$ cat src/rtl/quaternion_ts_fifo.sv
// rtl/quaternion_ts_fifo.sv - timestamped quaternion FIFO with sticky error flags and optional drop-oldest mode
// Optional macro QTS_FIFO_STATS_EN adds drop_cnt and peak_cnt statistics outputs.
module quaternion_ts_fifo #(
  parameter int DATA_W       = 64,
  parameter int TS_W         = 32,
  parameter int DEPTH        = 16,
  parameter int PTR_W        = $clog2(DEPTH),
  parameter int AFULL_THRESH = DEPTH - 2,
  parameter int OVERWRITE    = 0
) (
  input  logic              clk,
  input  logic              rst_n,
  input  logic              wr_en,
  input  logic [DATA_W-1:0] data_in,
  input  logic [TS_W-1:0]   ts_in,
  input  logic              rd_en,
  input  logic              flush,
  input  logic              clr_err,
  output logic [DATA_W-1:0] data_out,
  output logic [TS_W-1:0]   ts_out,
  output logic              valid_out,
  output logic              full,
  output logic              empty,
  output logic              almost_full,
  output logic [PTR_W:0]    count,
  output logic              overflow,
  output logic              underflow
`ifdef QTS_FIFO_STATS_EN
  ,
  output logic [15:0]       drop_cnt,
  output logic [PTR_W:0]    peak_cnt
`endif
);

  localparam logic [PTR_W:0]   DEPTH_C  = (PTR_W+1)'(DEPTH);
  localparam logic [PTR_W:0]   AFULL_C  = (PTR_W+1)'(AFULL_THRESH);
  localparam logic [PTR_W-1:0] LAST_PTR = PTR_W'(DEPTH - 1);
  localparam logic             OVW      = (OVERWRITE != 0);

  logic [TS_W+DATA_W-1:0] mem [DEPTH];
  logic [PTR_W-1:0]       wr_ptr;
  logic [PTR_W-1:0]       rd_ptr;
  logic [PTR_W:0]         cnt;
  logic                   rd_fire;
  logic                   wr_fire;
  logic                   ovf_evt;
  logic                   unf_evt;
  logic                   ovw_pop;
  logic                   cnt_inc;

  assign count       = cnt;
  assign full        = (cnt == DEPTH_C);
  assign empty       = (cnt == '0);
  assign almost_full = (cnt >= AFULL_C);

  // flush masks both requests so it never counts as an error event
  assign rd_fire = rd_en & ~empty & ~flush;
  assign wr_fire = wr_en & ~flush & (~full | rd_fire | OVW);
  assign ovf_evt = wr_en & ~flush & full & ~rd_fire;
  assign unf_evt = rd_en & ~flush & empty;
  assign ovw_pop = ovf_evt & OVW;
  assign cnt_inc = wr_fire & ~ovw_pop;

  function automatic logic [PTR_W-1:0] ptr_next(input logic [PTR_W-1:0] p);
    return (p == LAST_PTR) ? '0 : p + 1'b1;
  endfunction

  always_ff @(posedge clk) begin
    if (wr_fire) mem[wr_ptr] <= {ts_in, data_in};
  end

  always_ff @(posedge clk) begin
    if (!rst_n) begin
      wr_ptr    <= '0;
      rd_ptr    <= '0;
      cnt       <= '0;
      data_out  <= '0;
      ts_out    <= '0;
      valid_out <= 1'b0;
      overflow  <= 1'b0;
      underflow <= 1'b0;
    end else begin
      valid_out <= rd_fire;
      if (rd_fire) {ts_out, data_out} <= mem[rd_ptr];

      if (flush) begin
        wr_ptr <= '0;
        rd_ptr <= '0;
        cnt    <= '0;
      end else begin
        if (wr_fire) wr_ptr <= ptr_next(wr_ptr);
        // in drop-oldest mode the read side steps past the overwritten entry
        if (rd_fire | ovw_pop) rd_ptr <= ptr_next(rd_ptr);
        if (cnt_inc & ~rd_fire) cnt <= cnt + 1'b1;
        else if (rd_fire & ~cnt_inc) cnt <= cnt - 1'b1;
      end

      if (ovf_evt) overflow <= 1'b1;
      else if (clr_err) overflow <= 1'b0;
      if (unf_evt) underflow <= 1'b1;
      else if (clr_err) underflow <= 1'b0;
    end
  end

`ifdef QTS_FIFO_STATS_EN
  always_ff @(posedge clk) begin
    if (!rst_n || clr_err) begin
      drop_cnt <= '0;
      peak_cnt <= '0;
    end else begin
      if (ovf_evt && drop_cnt != 16'hFFFF) drop_cnt <= drop_cnt + 1'b1;
      if (cnt > peak_cnt) peak_cnt <= cnt;
    end
  end
`endif

endmodule

$ cat config.mk
export PLATFORM = sky130hd
export DESIGN_NAME = quaternion_ts_fifo
export DESIGN_NICKNAME = d
export VERILOG_FILES = /design/src/rtl/quaternion_ts_fifo.sv
export SDC_FILE = /design/constraint.sdc
export NUM_CORES = 2
export LEC_CHECK = 0
export CAP_MARGIN = 0
export CORE_ASPECT_RATIO = 0.8
export CORE_MARGIN = 3
export CORE_UTILIZATION = 61
export DETAILED_ROUTE_END_ITERATION = 8
export PLACE_DENSITY = 0.79
export RECOVER_POWER = 50
export REMOVE_ABC_BUFFERS = 1
export SLEW_MARGIN = 30
export SYNTH_ARGS = -nofsm -noshare
export SYNTH_HDL_FRONTEND = slang
export SYNTH_SLANG_ARGS = --single-unit
export TNS_END_PERCENT = 10
$ cat constraint.sdc
create_clock -name clk -period 11.03 [get_ports clk]
set_input_delay 2.206 -clock clk [delete_from_list [all_inputs] [get_ports clk]]
set_output_delay 2.206 -clock clk [all_outputs]
set_load 0.02 [all_outputs]
==> run summary <==
Status: finished, violations left
Failing checks: max-capacitance violations, max-slew violations
I/O pins: 209
Crit path DAT: 7.30 ns
Nets@finish: 3543
RSZ-0062 raised after global routing: false
H-Tree Depth: 4
Critical path's largest stage delay: 2.18 ns
Routed WL per cell: 28.8 µm
Syn_area_per_cell: 19.5 µm²
Max_slew headroom: -1.10
TritonCTS Buffers: 149
Setup violators final: 0
Core area: 101000 µm²
Tcrit/Tclk final: 0.603
Routability congestion estimate: 0.835
Worst Hold Slack: 0.542 ns
Cell-internal power: 9.88 mW
Gate power share: 0.033
Post-DP HPWL: 75.7 mm
Detailed Route Iter0 Violations: 3727
Largest net degree at the start of global routing: 151
Via density: 6.53
Cts repair resizes: 0
Final max-slew violation count: 103
Post-synthesis sequential area ratio: 0.775
Detailed-route via count: 31844
Vias in the first global route: 32762
Hold Path Origin: data_out[45]$_SDFFE_PN0N_
Most frequent cells in the layout: 1536 x edfxtp_1, 480 x mux2i_1, 194 x o22ai_1
CTS Sinks: 1648
M3 GR Usage: 0.0509
Reg-to-Reg Start: count[1]$_SDFFE_PP0P_
Initial antenna violation count: 17
Drt first pass iters: 5
Area Growth Syn to Fin: 13.0%
Crit-path max FO: 57
Clock Pin Slew Worst Setup and Hold Paths: 0.07 ns
CP dominant cell by count: clkbuf_1
Max cap viols: 2
Synthesized flop and latch total: 1648
Asr flop ratio synth: 0
Commonest non-fill, non-tap cell in the layout: edfxtp_1
Hold Path Cell Cnt: 2
WP data required: 11.68 ns
Hold WC Path Type: reg -> reg
Met1 Use GR: 0.388
CP cell instances: clkbuf_1 -> clkbuf_1 -> nand2b_1 -> a311oi_1
Clk pwr share: 0.408
Synth Cell Area: 62400 µm²
WL final: 141 mm
IR drop worst, VDD: 0.140 mV
Layout cells sized above 1: 0.132
Die area: 106000 µm²
CTS tree: built
Ys flop type: edfxtp_1
TNS Setup: 0 ns
Worst slew pin tran: 3.15 ns
Antenna viol nets, final: 0
Post-route minimum period: 6.65 ns
Delay-heaviest family, CP: buffers and inverters
Initial Util: 0.617
Setup crit end kind: register
R2R setup slack: 6.45 ns
R2R depth: 6
Max Root-Sink Buffers: 3
Crit-path slowest cell: clkbuf_1
FF-to-FF End: mem[6][71]$_DFFE_PP_
Total Routing Usage GR: 0.268
Fillers: 5826
IO buf count: 208
Psw: 2.49 mW
WP buf/inv: 2
Hold Fails Final Rpt: 0
Total global routing overflow: 0
Cell Pwr Density: 175 nW/µm²
Post-synth EDFFs: 1536
Hold Path End: data_out[45]$_SDFFE_PN0N_
Setup Crit Path Kind: in -> reg
Postcts setup bufs: 0
Total power: 12.4 mW
Leakage dissipation: 21.4 nW
Type of origin of the critical path: primary input
Yosys cell types: 43
Sequential power share: 0.558
Skew-Pair Late Insertion Delay: 0.76 ns
Sw frac: 0.201
Synth Instances: 3198
# DRC: 0
Die X: 364 µm
Fmax: 150 MHz
Met2 Resource Use GR: 0.425
Row count: 104
Clock Root Buffer: clkbuf_16
First-pass GRT wire length: 210 mm
Skew final: 0.0263 ns
Die Ht: 292 µm
Gr busiest metal: met2
Core Util, Final: 0.697
YS warnings: 0
Cts hold-fix bufs: 0
-- state kept, by name, indices dropped and copies added (netlist names) --
signal,count
count,5
data_out,64
mem,1536
overflow,1
rd_ptr,4
ts_out,32
underflow,1
valid_out,1
wr_ptr,4
-- layout make-up --
| type | instances | area [µm²] | area share |
|---|---|---|---|
| Tap cell | 1325 | 1660 | 0.0235 |
| Sequential cell | 1648 | 48400 | 0.686 |
| Multi-Input combinational cell | 1352 | 12900 | 0.183 |
| Antenna cell | 3 | 7.51 | 0.000106 |
| Inverter | 11 | 41.3 | 0.000586 |
| Clock buffer | 203 | 4030 | 0.0572 |
| Timing Repair Buffer | 269 | 2760 | 0.0391 |
| Clock inverter | 69 | 714 | 0.0101 |
-- stage by stage --
| stage | area [µm²] | instances | setup WS, ns |
|---|---|---|---|
| after floorplan | 61200 | 3011 | -10.88 |
| final | 70500 | 4880 | 4.38 |
| after detailed placement | 65700 | 4601 | 4.72 |
| after global placement | 65500 | 4596 | 4.45 |
| after CTS | 70400 | 4873 | 5.52 |
| after global routing | 70500 | 4878 | 3.84 |
-- tightest hold or removal path, delay by kind of cell, from the launching register on --
family	cells	cell delay [ns]
flip-flops	1	0.31
AO/OA/AOI/OAI	2	0.18
-- worst max-delay path by stage --
stage	to	slack [ns]	startpoint	cells after the start
after floorplan	ts_out[3]$_SDFFE_PN0N_	-10.88	rd_ptr[1]$_SDFFE_PP0N_	4
after global placement	mem[4][84]$_DFFE_PP_	4.45	rd_en	7
after detailed placement	mem[6][38]$_DFFE_PP_	4.72	flush	7
after CTS	mem[6][75]$_DFFE_PP_	5.52	flush	7
after global routing	wr_ptr[3]$_SDFFE_PP0P_	3.84	rst_n	4
final	wr_ptr[3]$_SDFFE_PP0P_	4.38	rst_n	4
-- routing by layer --
layer,up-vias,wire [µm]
li1,13440,-
met1,16263,55200
met2,1879,67500
met3,258,14500
met4,4,3360
met5,-,26
-- power groups by stage --
stage	Clock (mW)	Sequential, mW	Combinational, mW
4_1_cts	5.12	6.91	0.423
3_5_place_dp	0	7.04	0.419
2_1_floorplan	0	7.08	0.160
3_3_place_gp	0	7.03	0.401
5_1_grt	5.35	6.90	0.443
6_report	5.05	6.90	0.413
-- kinds of logic (layout without fill, tap and decap cells) --
family | after synthesis | count (layout) | synth area share
AOI/OAI and AO/OA | 406 | 406 | 0.0369
xor gates and xnor gates | 4 | 4 | 0.000561
adders and majority gates | 10 | 10 | 0.00212
buffers and inverters | 198 | 552 | 0.0200
DFF | 1648 | 1648 | 0.775
muxes | 673 | 673 | 0.147
other | 0 | 3 | 0
and+or+nand+nor | 259 | 259 | 0.0187
-- synthesized netlist by cell type (2+ instances only) --
| cell | instances | share of area |
|---|---|---|
| edfxtp_1 | 1536 | 0.74 |
| mux2i_1 | 480 | 0.077 |
| o22ai_1 | 194 | 0.019 |
| mux4_2 | 184 | 0.066 |
| nor2_1 | 120 | 0.0072 |
| dfxtp_1 | 112 | 0.036 |
| a21oi_1 | 103 | 0.0083 |
| nor3_1 | 101 | 0.0081 |
| o21ai_0 | 98 | 0.0079 |
| clkbuf_1 | 69 | 0.0041 |
| buf_2 | 65 | 0.0052 |
| buf_4 | 16 | 0.0019 |
| nand2_1 | 16 | 0.00096 |
| buf_12 | 14 | 0.0045 |
| inv_1 | 11 | 0.00066 |
| ha_1 | 9 | 0.0018 |
| mux4_1 | 8 | 0.0034 |
| buf_6 | 6 | 0.0011 |
| and2_1 | 5 | 0.00050 |
| buf_1 | 5 | 0.00030 |
| nand2b_1 | 5 | 0.00050 |
| a31oi_1 | 4 | 0.00040 |
| clkbuf_4 | 4 | 0.00048 |
| clkbuf_8 | 4 | 0.00088 |
| xor2_1 | 4 | 0.00056 |
| nand3_1 | 3 | 0.00024 |
| nor2b_1 | 3 | 0.00030 |
| a21o_1 | 2 | 0.00024 |
| buf_8 | 2 | 0.00048 |
| nand3b_1 | 2 | 0.00024 |
Note: power is estimated with default switching activity, not from simulation.
